`config.mk`:
```
export PLATFORM = sky130hd
export DESIGN_NAME = uart_tx_arbiter
export DESIGN_NICKNAME = d
export VERILOG_FILES = /design/src/rtl/uart_tx_arbiter.sv
export SDC_FILE = /design/constraint.sdc
export NUM_CORES = 1
export LEC_CHECK = 0
export ABC_CLOCK_PERIOD_IN_PS = 2800
export CAP_MARGIN = 10
export CORE_MARGIN = 3
export CORE_UTILIZATION = 51
export CTS_CLUSTER_DIAMETER = 40
export DETAILED_ROUTE_END_ITERATION = 10
export PLACE_DENSITY = 0.86
export SLEW_MARGIN = 5
export SYNTH_ARGS = -nofsm -noshare
export SYNTH_HDL_FRONTEND = slang
export SYNTH_SLANG_ARGS = --single-unit
```
`constraint.sdc`:
```
create_clock -name clk -period 2.8 [get_ports clk]
set_input_delay 0.56 -clock clk [delete_from_list [all_inputs] [get_ports clk]]
set_output_delay 0.56 -clock clk [all_outputs]
set_load 0.05 [all_outputs]
```
`src/rtl/uart_tx_arbiter.sv`:
```
// Round-robin arbiter that shares one UART transmitter among N_REQ byte-stream
// requesters. A grant covers a whole message (ending on req_last), bounded by a
// burst limit and an idle timeout. A single holding register feeds the UART.
module uart_tx_arbiter #(
  parameter int N_REQ     = 4,
  parameter int DATA_W    = 8,
  parameter int MAX_BURST = 16,
  parameter int IDLE_TO   = 1024
) (
  input  logic                    clk,
  input  logic                    rst,
  input  logic [N_REQ*DATA_W-1:0] req_data,
  input  logic [N_REQ-1:0]        req_vld,
  input  logic [N_REQ-1:0]        req_last,
  output logic [N_REQ-1:0]        req_rdy,
  output logic [N_REQ-1:0]        grant,
  output logic [DATA_W-1:0]       uart_din,
  output logic                    uart_din_vld,
  input  logic                    uart_rfd,
  output logic                    busy
);

  localparam int IW  = $clog2(N_REQ);
  localparam int BCW = $clog2(MAX_BURST + 1);
  localparam int ICW = $clog2(IDLE_TO + 1);

  // After reset the pointer sits on the highest index so requester 0 wins first.
  localparam logic [IW-1:0]  LAST_RST  = IW'(N_REQ - 1);
  localparam logic [BCW-1:0] BURST_END = BCW'(MAX_BURST - 1);
  localparam logic [ICW-1:0] IDLE_END  = ICW'(IDLE_TO - 1);
  localparam logic [ICW-1:0] IDLE_SAT  = ICW'(IDLE_TO);

  typedef enum logic [1:0] {
    IDLE,
    XFER,
    DRAIN
  } state_t;

  state_t             state;
  state_t             state_nx;

  logic [N_REQ-1:0]   grant_q;
  logic [IW-1:0]      gidx;
  logic [IW-1:0]      last_idx;
  logic [BCW-1:0]     byte_cnt;
  logic [ICW-1:0]     idle_cnt;
  logic [DATA_W-1:0]  hold_data;
  logic               hold_full;

  logic               pick_found;
  logic [IW-1:0]      pick_idx;
  logic [IW-1:0]      cand;

  logic [DATA_W-1:0]  sel_data;
  logic               sel_vld;
  logic               sel_last;
  logic               accept;

  // Idle counter stops at IDLE_TO so it can never wrap back below the timeout.
  function automatic logic [ICW-1:0] idle_sat_inc(input logic [ICW-1:0] v);
    return (v == IDLE_SAT) ? v : v + 1'b1;
  endfunction

  // Round-robin search starting one past the previous winner, with wrap.
  always_comb begin
    pick_found = 1'b0;
    pick_idx   = '0;
    cand       = '0;
    for (int k = 1; k <= N_REQ; k++) begin
      cand = IW'((int'(last_idx) + k) % N_REQ);
      if (!pick_found && req_vld[cand]) begin
        pick_found = 1'b1;
        pick_idx   = cand;
      end
    end
  end

  // Route the granted requester's byte, valid and last flag.
  always_comb begin
    sel_data = '0;
    sel_vld  = 1'b0;
    sel_last = 1'b0;
    for (int i = 0; i < N_REQ; i++) begin
      if (gidx == IW'(i)) begin
        sel_data = req_data[i*DATA_W +: DATA_W];
        sel_vld  = req_vld[i];
        sel_last = req_last[i];
      end
    end
  end

  // Next-state and handshake decode. req_rdy looks only at the registered
  // hold_full, so the holding register is never reloaded in the cycle it drains.
  always_comb begin
    state_nx = state;
    req_rdy  = '0;
    accept   = 1'b0;
    case (state)
      IDLE: begin
        if (pick_found) state_nx = XFER;
      end
      XFER: begin
        req_rdy = hold_full ? '0 : grant_q;
        accept  = !hold_full && sel_vld;
        if (accept) begin
          if (sel_last || (byte_cnt == BURST_END)) state_nx = DRAIN;
        end else if (idle_cnt == IDLE_END) begin
          state_nx = DRAIN;
        end
      end
      DRAIN: begin
        if (!hold_full) state_nx = IDLE;
      end
      default: state_nx = IDLE;
    endcase
  end

  // FSM state register.
  always_ff @(posedge clk or posedge rst) begin
    if (rst) state <= IDLE;
    else     state <= state_nx;
  end

  // Grant ownership and round-robin pointer; the grant is held through DRAIN.
  always_ff @(posedge clk or posedge rst) begin
    if (rst) begin
      grant_q  <= '0;
      gidx     <= '0;
      last_idx <= LAST_RST;
    end else if (state == IDLE && pick_found) begin
      grant_q  <= N_REQ'(1) << pick_idx;
      gidx     <= pick_idx;
      last_idx <= pick_idx;
    end else if (state == DRAIN && !hold_full) begin
      grant_q  <= '0;
    end
  end

  // Burst and idle counters for the current grant.
  always_ff @(posedge clk or posedge rst) begin
    if (rst) begin
      byte_cnt <= '0;
      idle_cnt <= '0;
    end else if (state == IDLE && pick_found) begin
      byte_cnt <= '0;
      idle_cnt <= '0;
    end else if (state == XFER) begin
      if (accept) begin
        byte_cnt <= byte_cnt + 1'b1;
        idle_cnt <= '0;
      end else if (!hold_full && !sel_vld) begin
        idle_cnt <= idle_sat_inc(idle_cnt);
      end
    end
  end

  // Single-entry holding register toward the UART; reset discards its content.
  always_ff @(posedge clk or posedge rst) begin
    if (rst) begin
      hold_data <= '0;
      hold_full <= 1'b0;
    end else if (accept) begin
      hold_data <= sel_data;
      hold_full <= 1'b1;
    end else if (hold_full && uart_rfd) begin
      hold_full <= 1'b0;
    end
  end

  assign grant        = grant_q;
  assign uart_din     = hold_data;
  assign uart_din_vld = hold_full;
  assign busy         = (state != IDLE) || hold_full;

endmodule

```
== Word-level counts from Yosys, hierarchy flattened ==
Cells that the tools add are included.

* Register bits after elaboration: 35
* Input bits: 43

* Reduce and logical (&&, ||, !) cells: 26
* $lt $le $gt $ge: 4
* Shift operators: 1
* Multiplexer cells: 49
* Eq/ne operators: 13
* Add/sub/neg operators: 6

{| class="wikitable"
|+ Operators by type and width
! cell !! number
|-
| 11-bit 2-to-1 mux || 5
|-
| 8-bit 2-to-1 mux || 4
|-
| 1-bit 2-to-1 mux || 19
|-
| 2-bit 2-to-1 mux || 9
|-
| 4-bit 2-to-1 mux || 4
|-
| 5-bit 2-to-1 mux || 3
|-
| 2-bit by 3-bit less-than comparator with 1-bit output, second input constant || 4
|-
| 11-bit by 1-bit adder with 11-bit output, second input constant || 1
|-
| 11-bit by 10-bit equality test with 1-bit output, second input constant || 1
|-
| 11-bit equality test, second input constant || 1
|-
| 2-bit nonzero test || 5
|-
| 3-bit != test, second input constant || 3
|-
| 1-bit binary-select mux with 2-bit select || 4
|-
| 1-bit logical AND || 8
|-
| 2-bit equality test, second input constant || 3
|-
| 2-bit one-hot mux with 3 select lines || 1
|-
| 5-bit by 1-bit adder with 5-bit output, second input constant || 1
|-
| 5-bit by 4-bit equality test with 1-bit output, second input constant || 1
|-
| 1-bit logical NOT || 5
|-
| 2-bit by 1-bit adder with 2-bit output, second input constant || 2
|-
| 2-bit adder, second input constant || 2
|-
| 2-bit by 1-bit equality test with 1-bit output, second input constant || 2
|-
| 2-bit logical NOT || 2
|-
| 2-bit != test, second input constant || 2
|-
| 6 further kinds || 7
|}

== Depth between registers and ports, before layout ==
* Depth in word-level cells: 16
* Depth in mapped cells: 6
* Mapped depth without buffers: 6

== Worst setup path before layout ==
No wires, ideal clock.

* Path type: register to output
* Start point: register hold_full (netlist: uart_din_vld)
* End point: output req_rdy[0]
* Setup slack: 655 ps
* Arrival: 1585 ps
* Data required time: 2240 ps
* Cell stages (with the launch flop): 4
* Cells stage by stage: dfrtp_1 -> nor3b_1 -> clkbuf_1 -> and2_1

* Word-level cells in the longest chain between the ends: 2

{| class="wikitable"
|+ RTL lines
! element !! line !! text
|-
| from (decl) || 48 || <nowiki>logic hold_full;</nowiki>
|-
| from (signal assigned) || 161 || <nowiki>hold_full <= 1'b0;</nowiki>
|-
| from (signal assigned) || 164 || <nowiki>hold_full <= 1'b1;</nowiki>
|-
| from (signal assigned) || 166 || <nowiki>hold_full <= 1'b0;</nowiki>
|-
| 4-bit 2-to-1 mux || 103 || <nowiki>req_rdy = hold_full ? '0 : grant_q;</nowiki>
|-
| 4-bit 2-to-1 mux || 98 || <nowiki>case (state)</nowiki>
|-
| to (decl) || 15 || <nowiki>output logic [N_REQ-1:0] req_rdy,</nowiki>
|}

No other way between the ends.

== Worst setup path after layout ==
* Start point: register hold_full (netlist: uart_din_vld)
* End point: output req_rdy[3]

Same word-level chain as after synthesis.

==> impl_metrics.py <==
metrics = {
    "clock_network": {
        "clk-insertion-delay-late_ps": 290,
        "postCtsSetupBuffers": 0,
        "cts_tree": "built",
        "postCtsHoldBufs": 0,
        "clk_path_buf_depth": 2,
        "cts_inserted_buffers": 5,
        "clock-sinks": 35,
        "htree_num_levels": 2,
        "clock-root-buffer": "clkbuf_8",
        "ctsResizeCount": 0,
        "clkTransAtPathRegs_ps": 70,
    },
    "synth": {
        "netlist_instances": 211,
        "synth_nets": 258,
        "synth_edf_count": 0,
        "ys.flop_type": "dfrtp_1",
        "synth_area_leaders": "dfrtp_1, mux4_2, nand2_1, nor2_1, dfstp_2",
        "synth-seq-cells": 35,
        "synth_compound_area_share_pct": 12.54,
        "syn_area_per_cell_sq_um": 9.695,
        "ys_seq_area_share_pct": 42.94,
        "synth.area.mux_share_pct": 12.11,
        "synth_largest_area_cell": "dfrtp_1",
        "synthesis.area_sq_um": 2046,
        "yosysWarnings": 0,
        "yosys.cell_types.count": 49,
        "postSynth.asyncResetShare_pct": 100.0,
        "synth_top_family_by_area": "simple AND/OR/NAND/NOR gates",
        "synthSimpleGateAreaFrac_pct": 22.94,
        "synthAdderAreaFrac_pct": 2.446,
        "synthXorXnorAreaFrac_pct": 3.425,
        "synth_top_area_share_pct": 40.37,
    },
    "timing": {
        "finalSetupViolations": 0,
        "finalCriticalPeriod_ps": 2467,
        "hold_slack_ps": 478.2,
        "period_share_pct": 88.12,
        "rsz0062_at_grt": "no",
        "maxSlewHeadroom_pct": 41.21,
        "slew_viol_final": 0,
        "clock.fmax_ghz": 0.4053,
        "tightest_slew_ps": 880.0,
        "tns_ps": 0,
        "hold_viol": 0,
        "clock_skew_ps": 5.895,
    },
    "routing": {
        "ant_nets": 0,
        "drtIter0Drc": 120,
        "num_vias": 1871,
        "via_per_inst": 5.829,
        "drt-total-wl_microns": 4861,
        "wl_per_cell_microns": 15.14,
        "drt_pass1_iterations": 5,
        "drc": 0,
    },
    "power_and_ir_drop": {
        "ir_drop_mv": 0.5127,
        "p_leak_nw": 1.181,
        "pwr_density_cell_nw_per_um2": 1043,
        "p_total_w": 0.002933,
    },
    "layout": {
        "drive_above_1_share_pct": 12.09,
        "mostFrequentLayoutCells": "clkdlybuf4s50_1, nand2_1, dfrtp_1",
        "seq_area_sq_um": 878.3,
        "syn_to_final_growth_pct": 37.49,
        "multi_input_area_sq_um": 1094,
        "final_common_cell": "clkdlybuf4s50_1",
        "antenna_cells": 0,
        "final_cells": 321,
        "fill_cells": 267,
        "nets": 319,
        "design_area_sq_um": 2813,
    },
    "floorplanning": {
        "die_area_sq_um": 4807,
        "io-pin-count": 61,
        "rows": 22,
        "initial_utilization_pct": 54.25,
        "die_h_microns": 69.34,
        "core_area_sq_um": 3771,
        "die_w_microns": 69.34,
    },
    "critical_path": {
        "cp.required_ps": 2240,
        "worst_setup_path_end_kind": "output port",
        "crit_buf_inv": 1,
        "max_stage_delay_ps": 750,
        "critPathLaunchType": "register",
        "arrival_ps": 1910,
        "path_class": "reg -> out",
        "crit_chain": "nor3b_1, and2_1, buf_12",
        "crit_slowest_cell": "nor3b_1",
        "cp_max_fo": 8,
        "cpLargestDelayFamily": "simple AND/OR/NAND/NOR gates",
    },
    "placement": {
        "portBuffers": 60,
        "dp_hpwl_microns": 3681,
        "dp_cells": 313,
        "placed_area_sq_um": 2729,
        "place_congestion": 0.8837,
    },
    "outcome": {
        "status": "finished, final reports clean",
    },
    "global_routing": {
        "grt_pass1_vias": 1883,
        "grt_pass1_wl_microns": 8362,
        "antenna_found_initial": 0,
        "grt.total_usage_pct": 21.50,
        "grt_remaining_overflow": 0,
        "grt_max_degree": 36,
    },
    "min_path": {
        "hp-class": "reg -> reg",
    },
    "flow_run": {
        "drv_cap": 0,
    },
}
-- flip-flops by register name, summed over array words and instances (netlist names) --
signal        flops
state             2
grant             4
byte_cnt          5
idle_cnt         11
gidx              2
last_idx          2
uart_din_vld      1
uart_din          8
-- synthesized netlist by cell type (2+ instances only) --
cell      number
or3_1          2
nor4_1         4
clkbuf_1       6
o31ai_1        3
or4_1          3
o21ai_0        6
a22o_1         2
xnor2_1        6
nand2b_1       3
and2_1         5
nor2_1        20
ha_1           4
mux2_2         2
nor3_1         3
dfrtp_1       33
a32o_1         2
dfstp_2        2
mux4_2        10
a21oi_1        7
inv_1          7
nand2_1       42
o22ai_1        3
xor2_1         2
and3_1         2
a21o_1         2
nand3_1        5
nor2b_1        3
-- path summary, 6_finish.rpt --
check                                   from          end  slack, ps  depth (start not counted)
max in group asynchronous                rst  last_idx[1]       1800                          3
worst min register to register   uart_din[2]  uart_din[2]        480                          2
worst max register to register  uart_din_vld  byte_cnt[0]        560                          4
min in group asynchronous                rst  byte_cnt[0]        660                          3
worst max-delay path            uart_din_vld   req_rdy[3]        330                          3
worst min-delay path             uart_din[2]  uart_din[2]        480                          2
-- tightest hold or removal path: cells and delay by family (launching register included) --
kind / cells / cell delay, ps
flip-flops: 1 / 350
AND/OR/NAND/NOR: 2 / 100
-- layer usage --
metal  routed length, microns  global-route usage (%)  vias up
met1                     1956                   23.92      901
met4                      100                   9.978        0
li1                         -                       -      880
met3                      404                   5.942        9
met2                     2400                   37.82       81
met5                        0                       0        -
-- per-stage QoR --
stage                     utilization, %  worst slack (ps)
after global routing               74.59             219.6
after CTS                          74.59             382.1
after floorplan                        -             655.1
final                              74.59             332.5
after detailed placement           72.36             189.5
after global placement             72.36             244.4
-- cells by family (layout without fill, tap and decap cells) --
kind of cell | Yosys count | after routing
AO/OA/AOI/OAI | 36 | 36
buffers and inverters | 17 | 79
AND/OR/NAND/NOR | 99 | 99
XOR/XNOR | 8 | 8
adder cells (fa/ha/maj) | 4 | 4
flip-flops | 35 | 35
multiplexers | 12 | 12
-- area by class of cell --
type	count	share of cell area [%]
multi-input cells	159	38.88
repair buffers	64	23.84
flip-flops and latches	35	31.23
well taps	48	2.135
inverters	7	0.9342
clock buffers	5	2.447
clock inverters	3	0.5338
-- power by group --
group	switching (W)	internal, W	total [W]
registers	0.000135	0.000688	0.000823
logic	0.00106	0.000702	0.00176
clock network	0.000183	0.000170	0.000353
Power figures use the tool's default switching activity.
